==> config.mk <==
export PLATFORM = sky130hd
export DESIGN_NAME = sprite_compositor
export DESIGN_NICKNAME = d
export VERILOG_FILES = /design/src/rtl/sprite_pkg.sv /design/src/rtl/sprite_slot.sv /design/src/rtl/sprite_compositor.sv
export SDC_FILE = /design/constraint.sdc
export NUM_CORES = 2
export LEC_CHECK = 0
export ABC_AREA = 1
export ABC_CLOCK_PERIOD_IN_PS = 5900
export CAP_MARGIN = 10
export CORE_AREA = 3 3 354 356
export CTS_CLUSTER_SIZE = 20
export DETAILED_ROUTE_END_ITERATION = 6
export DIE_AREA = 0 0 357 359
export PLACE_DENSITY_LB_ADDON = 0.05
export SKIP_CTS_REPAIR_TIMING = 1
export SYNTH_ARGS = -nofsm -noshare
export SYNTH_HDL_FRONTEND = slang
export SYNTH_SLANG_ARGS = --single-unit
==> constraint.sdc <==
create_clock -name clk_25m -period 5.9 [get_ports clk_25m]
set_input_delay 1.18 -clock clk_25m [delete_from_list [all_inputs] [get_ports clk_25m]]
set_output_delay 1.18 -clock clk_25m [all_outputs]
set_load 0.01 [all_outputs]
==> src/rtl/sprite_pkg.sv <==
// Shared widths, the transparent colour key and the per-slot attribute record
// for the sprite compositor.
package sprite_pkg;
   localparam int COORD_W = 10;
   localparam int SZ_W    = 7;
   localparam int ADDR_W  = 17;
   localparam int COLOR_W = 12;
   localparam int MAX_SPR = 16;

   localparam logic [COLOR_W-1:0] TRANSPARENT = 12'h000;

   typedef struct packed {
      logic               en;
      logic [COORD_W-1:0] x;
      logic [COORD_W-1:0] y;
      logic [SZ_W-1:0]    w;
      logic [SZ_W-1:0]    h;
      logic               scale;
      logic [ADDR_W-1:0]  base;
   } sprite_attr_t;

   localparam int ATTR_W = $bits(sprite_attr_t);

   // The attribute bus carries one packed record per slot, slot 0 in the low bits.
   function automatic sprite_attr_t unpack_slot(input logic [MAX_SPR*ATTR_W-1:0] bus,
                                                input int i);
      return bus[i*ATTR_W +: ATTR_W];
   endfunction
endpackage

==> src/rtl/sprite_slot.sv <==
// One sprite slot: frame-shadowed attributes, hit test, registered ROM address
// and the hit flag delayed to line up with the ROM data.
module sprite_slot
   import sprite_pkg::*;
(
   input  logic               clk_25m,
   input  logic               rst,
   input  logic               frame_start,
   input  sprite_attr_t       attr_in,
   input  logic [COORD_W-1:0] hc,
   input  logic [COORD_W-1:0] vc,
   output logic [ADDR_W-1:0]  rom_addr,
   output logic               hit_p2
);
   localparam int CMP_W = COORD_W + 2;

   sprite_attr_t       shadow_q, shadow_d;
   logic               hit_p1_q, hit_p1_d;
   logic               hit_p2_q, hit_p2_d;
   logic [ADDR_W-1:0]  addr_p1_q, addr_p1_d;
   logic [CMP_W-1:0]   hc_w, vc_w, x_lo, x_hi, y_lo, y_hi;
   logic [COORD_W-1:0] dx, dy;

   always_comb begin
      shadow_d = frame_start ? attr_in : shadow_q;
      hc_w     = CMP_W'(hc);
      vc_w     = CMP_W'(vc);
      x_lo     = CMP_W'(shadow_q.x);
      y_lo     = CMP_W'(shadow_q.y);
      // Two extra bits keep a sprite hanging past coordinate 1023 from wrapping to 0
      x_hi     = x_lo + (CMP_W'(shadow_q.w) << shadow_q.scale);
      y_hi     = y_lo + (CMP_W'(shadow_q.h) << shadow_q.scale);
      hit_p1_d = shadow_q.en && (hc_w >= x_lo) && (hc_w < x_hi) &&
                 (vc_w >= y_lo) && (vc_w < y_hi);
      dx       = (hc - shadow_q.x) >> shadow_q.scale;
      dy       = (vc - shadow_q.y) >> shadow_q.scale;
      addr_p1_d = '0;
      if (hit_p1_d)
         addr_p1_d = shadow_q.base + ADDR_W'(dx) + ADDR_W'(shadow_q.w) * ADDR_W'(dy);
      hit_p2_d = hit_p1_q;
   end

   // S1: hit and address registered; S2: hit waits for the ROM read
   always_ff @(posedge clk_25m) begin
      if (rst) begin
         shadow_q  <= '0;
         hit_p1_q  <= 1'b0;
         hit_p2_q  <= 1'b0;
         addr_p1_q <= '0;
      end else begin
         shadow_q  <= shadow_d;
         hit_p1_q  <= hit_p1_d;
         hit_p2_q  <= hit_p2_d;
         addr_p1_q <= addr_p1_d;
      end
   end

   assign rom_addr = addr_p1_q;
   assign hit_p2   = hit_p2_q;
endmodule

==> src/rtl/sprite_compositor.sv <==
// N-slot pipelined sprite compositor: per-slot hit/address units, index-priority
// colour mux over the ROM data and per-frame pixel-accurate collision flags.
module sprite_compositor #(
   parameter int N_SPR   = 8,
   parameter int COORD_W = sprite_pkg::COORD_W,
   parameter int SZ_W    = sprite_pkg::SZ_W,
   parameter int ADDR_W  = sprite_pkg::ADDR_W,
   parameter int COLOR_W = sprite_pkg::COLOR_W
) (
   input  logic                       clk_25m,
   input  logic                       rst,
   input  logic                       valid,
   input  logic [COORD_W-1:0]         hc,
   input  logic [COORD_W-1:0]         vc,
   input  logic                       frame_start,
   input  logic [N_SPR-1:0]           spr_en,
   input  logic [N_SPR*COORD_W-1:0]   spr_x,
   input  logic [N_SPR*COORD_W-1:0]   spr_y,
   input  logic [N_SPR*SZ_W-1:0]      spr_w,
   input  logic [N_SPR*SZ_W-1:0]      spr_h,
   input  logic [N_SPR-1:0]           spr_scale,
   input  logic [N_SPR*ADDR_W-1:0]    spr_base,
   input  logic [COLOR_W-1:0]         bg_color,
   output logic [N_SPR*ADDR_W-1:0]    rom_addr,
   input  logic [N_SPR*COLOR_W-1:0]   rom_data,
   output logic [3:0]                 vgaRed,
   output logic [3:0]                 vgaGreen,
   output logic [3:0]                 vgaBlue,
   output logic [N_SPR-1:0]           collide,
   output logic                       collide_valid
);
   import sprite_pkg::*;

   logic [MAX_SPR*ATTR_W-1:0] attr_bus;
   logic [N_SPR-1:0]          hit_p2, opaque, contrib;
   logic                      vld_p1_q, vld_p1_d, vld_p2_q, vld_p2_d;
   logic [N_SPR-1:0]          acc_q, acc_d, collide_q, collide_d;
   logic                      collide_valid_q, collide_valid_d;
   logic [COLOR_W-1:0]        color_q, color_d;

   for (genvar i = 0; i < N_SPR; i++) begin : g_slot
      sprite_attr_t attr;
      assign attr_bus[i*ATTR_W +: ATTR_W] = {spr_en[i], spr_x[i*COORD_W +: COORD_W],
                                             spr_y[i*COORD_W +: COORD_W], spr_w[i*SZ_W +: SZ_W],
                                             spr_h[i*SZ_W +: SZ_W], spr_scale[i],
                                             spr_base[i*ADDR_W +: ADDR_W]};
      assign attr = unpack_slot(attr_bus, i);
      sprite_slot u_slot (
         .clk_25m     (clk_25m),
         .rst         (rst),
         .frame_start (frame_start),
         .attr_in     (attr),
         .hc          (hc),
         .vc          (vc),
         .rom_addr    (rom_addr[i*ADDR_W +: ADDR_W]),
         .hit_p2      (hit_p2[i])
      );
   end

   if (N_SPR < MAX_SPR) begin : g_pad
      assign attr_bus[MAX_SPR*ATTR_W-1:N_SPR*ATTR_W] = '0;
   end

   always_comb begin
      vld_p1_d = valid;
      vld_p2_d = vld_p1_q;
      opaque   = '0;
      for (int i = 0; i < N_SPR; i++)
         opaque[i] = hit_p2[i] && (rom_data[i*COLOR_W +: COLOR_W] != TRANSPARENT);
      // Walk from the lowest priority up so slot 0 overrides everything
      color_d = bg_color;
      for (int i = N_SPR - 1; i >= 0; i--)
         if (opaque[i]) color_d = rom_data[i*COLOR_W +: COLOR_W];
      if (!vld_p2_q) color_d = '0;
      contrib = '0;
      for (int i = 0; i < N_SPR; i++)
         contrib[i] = vld_p2_q && opaque[i] && ((opaque & ~(N_SPR'(1) << i)) != '0);
      acc_d           = acc_q | contrib;
      collide_d       = collide_q;
      collide_valid_d = 1'b0;
      if (frame_start) begin
         collide_d       = acc_q;
         collide_valid_d = 1'b1;
         acc_d           = '0;
      end
   end

   // S1/S2: valid follows hit and ROM data; S3: colour and collision registered
   always_ff @(posedge clk_25m) begin
      if (rst) begin
         vld_p1_q        <= 1'b0;
         vld_p2_q        <= 1'b0;
         acc_q           <= '0;
         collide_q       <= '0;
         collide_valid_q <= 1'b0;
         color_q         <= '0;
      end else begin
         vld_p1_q        <= vld_p1_d;
         vld_p2_q        <= vld_p2_d;
         acc_q           <= acc_d;
         collide_q       <= collide_d;
         collide_valid_q <= collide_valid_d;
         color_q         <= color_d;
      end
   end

   assign vgaRed        = color_q[COLOR_W-1 -: 4];
   assign vgaGreen      = color_q[COLOR_W-5 -: 4];
   assign vgaBlue       = color_q[3:0];
   assign collide       = collide_q;
   assign collide_valid = collide_valid_q;
endmodule

Yosys cells after proc, flatten, opt, wreduce, memory -nomap -nowiden --
Cells that the tools add are included.
Storage, ports and cells: register bits after elaboration 607, input bits 556, output and inout port bits 157, word-level logic and storage cells 307
Operators by class: add/sub/neg operators 48, multiply operators 8, order comparisons 32, shift-type cells 32, multiplexer cells 9, bitwise logic cells 10, reduce and logical (&&, ||, !) cells 82
Operators by type and width (number):
- $add A10 B12 Y12 | 16
- $lt A10 B12 Y1 | 16
- $shl A7 B1 Y12 | 16
- $ge A10 B10 Y1 | 16
- $shr A10 B1 Y10 | 16
- $sub A10 B10 Y10 | 16
- $add A17 B10 Y17 | 8
- $add A17 B17 Y17 | 8
- $mul A7 B10 Y17 | 8
- $mux W12 | 8
- $reduce_bool A12 Y1 | 8
- $reduce_bool A8 Y1 | 8
- $logic_and A1 B1 Y1 | 56
- $reduce_or A2 Y1 | 10
- $not A1 Y1 | 9
- $or A8 B8 Y8 | 1
- $mux W1 | 1

Depth between registers and ports, before layout --
depth after elaboration 10, depth in mapped cells 33, mapped depth without buffers 33

Hierarchy --
From an unflattened synthesis, not the netlist that was laid out.
Second synthesis, totals: cells, all modules 8790, area, all modules 64311.7 µm²
By module, submodules not included:
- sprite_slot at g_slot[1].u_slot ... | times used 3, cells an instance 1031, area an instance 7743.7 µm², seq. area each 1441.4 µm²
- sprite_slot at g_slot[5].u_slot ... | times used 3, cells an instance 1031, area an instance 7596.0 µm², seq. area each 1441.4 µm²
- sprite_slot at g_slot[0].u_slot | times used 1, cells an instance 1070, area an instance 7820.0 µm², seq. area each 1441.4 µm²
- sprite_slot at g_slot[4].u_slot | times used 1, cells an instance 1035, area an instance 7731.2 µm², seq. area each 1441.4 µm²
- sprite_compositor | times used 1, cells an instance 499, area an instance 2741.4 µm², seq. area each 620.6 µm²

Least setup slack after synthesis --
OpenSTA, ideal clock, no wires.
path kind input -> register, start point in vc[0], end point reg g_slot[4].u_slot.addr_p1_q[13], library setup time 111 ps, data arrival time 6188 ps, required time 5789 ps, slack -399 ps, stages 30, buffers on the path 0, cell sequence inv_2 > ha_1 > fa_1 > inv_1 > a21oi_1 > xor2_1 > o21ai_0 > inv_1 > nand2_1 > fa_1 > fa_1 > inv_1 > ha_1 > inv_1 > fa_1 > inv_1 > ha_1 > inv_1 > fa_1 > nand3b_1 > nand2_1 > nand2_1 > nand2_1 > a21oi_1 > o21ai_0 > nand3_1 > nand2_1 > nand2_1 > nand2_1 > nor2_1
Between the ends: cells in the longest elaborated chain, start to end 5, elaborated cells on any way between the ends 10
Ends and longest elaborated chain:
- start: declaration | RTL line sprite_compositor.sv:14 | input logic [COORD_W-1:0] vc,
- branches (longest 5 deep; another with $mul A7 B10 Y17)
- end signal: assignment | RTL line sprite_slot.sv:54 | addr_p1_q <= addr_p1_d;
- end: declaration | RTL line sprite_slot.sv:20 | logic [ADDR_W-1:0] addr_p1_q, addr_p1_d;
Several ways; the timed one is not identified. A chain may end at the register's enable or synchronous reset.

Worst setup path after layout --
start point in vc[1], end point reg g_slot[2].u_slot.addr_p1_q[12]
Between the ends: cells in the longest elaborated chain, start to end 5, elaborated cells on any way between the ends 10
Ends and longest elaborated chain (RTL line):
- branches (longest 5 deep; another with $mul A7 B10 Y17)
- end signal: assignment | sprite_slot.sv:54
- end: declaration | sprite_slot.sv:20
Several ways; the timed one is not identified.

==> out/metrics.csv <==
metric;value;unit
kind of start point of the critical path;input port;
largest net degree at the start of global routing;101;
worst setup skew after layout;0.02685;ns
adder and majority cell fraction of the synthesized area;32.11;%
Switching Power;10370;uW
Antenna Nets Post-Route;0;
area of all placed cells without fillers;81500;um^2
Initial DRT Pass Iterations;6;
leak pwr;0.03880;uW
filler-free cell count of the finished design;11410;
Avg Cell Area, Syn;7.353;um^2
worst reg-to-reg setup slack;0.32;ns
synthesized-area fraction occupied by xor and xnor cells;4.750;%
GRT Residual Overflow;0;
Slew @ Worst Pin;1.179;ns
number of synthesized flops with an enable pin;0;
Comb pwr share;61.4;%
setup repair after global routing missed its margin;yes;
setup-violating endpoint count in the final report;0;
via count;59740;
placed cell area;75640;um^2
# nets final;11510;
die width;357;um
global-route met3 utilization;5.200;%
Floorplan Core Area;122000;um^2
switching part of the total power;41.56;%
vias per cell;5.236;
async set-or-reset flop fraction in the synthesized netlist;0;%
compound-cell area share of the yosys netlist;11.85;%
post-route DRC violation count;0;
Place WS;-1.217;ns
fraction of the yosys area taken by sequential cells;19.85;%
via count of the first global-routing pass;59310;
total number of clock tree sinks;607;
power density over the cells;306.3;nW/um^2
arrival time of the worst setup path;6.50;ns
initial standard-cell utilization of the core;50.16;%
post-synthesis simple-gate area fraction;20.59;%
Clock Path Buffers;3;
number of placed instances with taps included;11210;
met2 track utilization from global routing;54.68;%
post-synthesis to final-layout area growth;33.13;%
H-tree depth;3;
category of the worst setup path capture point;flip-flop;
Reg power frac;17.8;%
final worst setup slack;0.03037;ns
number of antenna violations at the first check in global routing;11;
met1 track demand over resource in global routing;42.20;%
Cell variety after synth;60;
yosys warns;0;
Total Die Area;128200;um^2
total CTS buffers;78;
minimum clock period;5.870;ns
clock insertion delay at the later pin of the skew report;0.69;ns
Cell Int Power;14590;uW
global-route usage over all layers;32.82;%
share of cell area taken by muxes after synthesis;0.03270;%
Root Buffer;sky130_fd_sc_hd__clkbuf_16;
run status;completed;
input/output buffers;712;
share of cells above drive strength 1;16.18;%
maximum ir drop on the vdd rail;539.6;uV
vertical die dimension;359;um
most used routing layer in global routing;met2;
row count;128;
number of register bits inferred by synthesis;607;
Net Count, Synth;10120;
CTS tree;built;
number of cells produced by synthesis;8325;
Slew Limit Fails;0;
path type of the worst min-delay path;flip-flop to flip-flop;
dominant combinational cell family by area after synthesis;adder cells;
HPWL after detailed placement;174600;um
Max-Slew Margin vs Limit;21.38;%
per-cell routed wire length;19.08;um
ports placed on the boundary;713;
proportion of power drawn by the clock network;20.8;%
overall routed net length;217700;um
peak fanout along the critical path;4;
max frequency;0.1704;GHz
first-pass GRT wire length;329100;um
Critical Setup Path Class;input port to flip-flop;
leading cell types in the layout, fill and taps excluded;sky130_fd_sc_hd__nand2_1 (1652), sky130_fd_sc_hd__inv_1 (1449), sky130_fd_sc_hd__buf_4 (769);
netlist area before placement;61220;um^2
most frequently used flop master after synthesis;sky130_fd_sc_hd__dfxtp_1;
Power, Total;24960;uW
number of max-cap violations;0;
DRC marker count from the first detailed-route iteration;4256;
Final Hold Violating Endpoints;0;
Final period util;99.49;%
Worst Path Required;6.53;ns
leading cell type in the layout, fill and taps excluded;sky130_fd_sc_hd__nand2_1;
post-CTS clock slew at the launch and capture registers of the worst setup and hold paths;0.06;ns
global placer's final weighted congestion;0.9587;
==> per-stage QoR <==
step	hold WS, ns	TNS, ns	utilization [%]
floorplan	0.3883	-0.1680	-
global placement	0.3913	-87.14	61.98
detailed placement	0.3956	-90.96	61.98
CTS	0.4037	-23.35	64.23
global route	0.4221	-1.953	66.78
finish	0.4018	0	66.78
==> power by group through the flow <==
stage | Clock (uW) | Combinational, uW | Sequential, uW
2_1_floorplan | 0 | 8280 | 4470
3_3_place_gp | 0 | 13300 | 4520
3_5_place_dp | 0 | 13500 | 4520
4_1_cts | 5280 | 13600 | 4440
5_1_grt | 5430 | 17200 | 4460
6_report | 5200 | 15300 | 4440
==> layer usage <==
metal	part of all wire, %	vias up
met5	0.011	-
met4	4.8	4
met3	6.9	439
met2	47	1932
met1	42	28350
li1	-	29020
==> layout make-up <==
cell class,count,area [um^2]
Inverter,1521,5754
Tap cell,1625,2033
Sequential cell,607,12150
Clock inverter,36,481.7
Multi-Input combinational cell,5982,45090
Clock buffer,106,2261
Fill cell,10720,40540
Timing Repair inverter,2,17.52
Antenna cell,5,12.51
Timing Repair Buffer,1525,13700
==> Yosys cell counts (all sizes together), types with 24 or more instances <==
| master | count | area share (%) |
|---|---|---|
| nand2 | 1720 | 11 |
| inv | 1492 | 9.1 |
| nor2 | 792 | 5.1 |
| ha | 688 | 14 |
| o21ai | 677 | 5.6 |
| dfxtp | 607 | 20 |
| fa | 552 | 18 |
| a21oi | 486 | 4.0 |
| nand3 | 352 | 3.0 |
| xor2 | 207 | 3.0 |
| clkbuf | 165 | 1.0 |
| xnor2 | 125 | 1.8 |
| nor3 | 91 | 0.82 |
| buf | 50 | 0.45 |
| nand4 | 41 | 0.42 |
| or2 | 40 | 0.41 |
| o21bai | 35 | 0.45 |
| clkinv | 29 | 0.18 |
| o211ai | 29 | 0.36 |
| o21a | 24 | 0.29 |
==> registers in the layout, indices dropped and copies added, names as in the netlist <==
signal / cells
g_slot.u_slot.shadow_q: 424
collide: 8
vld_p1_q: 1
g_slot.u_slot.hit_p1_q: 8
g_slot.u_slot.hit_p2: 8
collide_valid: 1
g_slot.u_slot.rom_addr: 136
vld_p2_q: 1
color_q: 12
acc_q: 8
==> kinds of logic (layout without fill, tap and decap cells) <==
| kind of cell | Yosys count | count (layout) |
|---|---|---|
| flip-flops | 607 | 607 |
| multiplexers | 2 | 2 |
| AO/OA/AOI/OAI | 1343 | 1343 |
| XOR/XNOR | 332 | 332 |
| other | 0 | 5 |
| adder cells (fa/ha/maj) | 1240 | 1240 |
| AND/OR/NAND/NOR | 3065 | 3065 |
| buffers and inverters | 1736 | 3190 |
==> final timing paths <==
| check | startpoint | end | depth (start not counted) |
|---|---|---|---|
| worst min register to register | g_slot[6].u_slot.hit_p1_q | g_slot[6].u_slot.hit_p2 | 2 |
| worst min-delay path | g_slot[6].u_slot.hit_p1_q | g_slot[6].u_slot.hit_p2 | 2 |
| worst max-delay path | vc[1] | g_slot[2].u_slot.rom_addr[12] | 28 |
| worst max register to register | g_slot[0].u_slot.shadow_q[33] | g_slot[0].u_slot.rom_addr[16] | 26 |
==> critical path: stages <==
cell and delay [ns]:
sky130_fd_sc_hd__buf_12 0.10, sky130_fd_sc_hd__clkinvlp_4 0.16, sky130_fd_sc_hd__buf_12 0.19, sky130_fd_sc_hd__buf_12 0.12, sky130_fd_sc_hd__fa_2 0.40, sky130_fd_sc_hd__inv_2 0.11, sky130_fd_sc_hd__a21oi_4 0.07, sky130_fd_sc_hd__nor2_1 0.11
sky130_fd_sc_hd__nor2_1 0.06, sky130_fd_sc_hd__xor2_1 0.17, sky130_fd_sc_hd__nand2_1 0.11, sky130_fd_sc_hd__buf_4 0.11, sky130_fd_sc_hd__nand3_1 0.09, sky130_fd_sc_hd__fa_1 0.53, sky130_fd_sc_hd__inv_1 0.05, sky130_fd_sc_hd__fa_1 0.51
sky130_fd_sc_hd__fa_1 0.51, sky130_fd_sc_hd__inv_1 0.05, sky130_fd_sc_hd__fa_1 0.48, sky130_fd_sc_hd__inv_1 0.04, sky130_fd_sc_hd__ha_1 0.32, sky130_fd_sc_hd__a21oi_1 0.22, sky130_fd_sc_hd__a21boi_2 0.21, sky130_fd_sc_hd__nand2_1 0.11
sky130_fd_sc_hd__a21oi_2 0.14, sky130_fd_sc_hd__xnor2_1 0.12, sky130_fd_sc_hd__inv_1 0.07, sky130_fd_sc_hd__nor3_2 0.14
(Power assumes the default switching activity.)
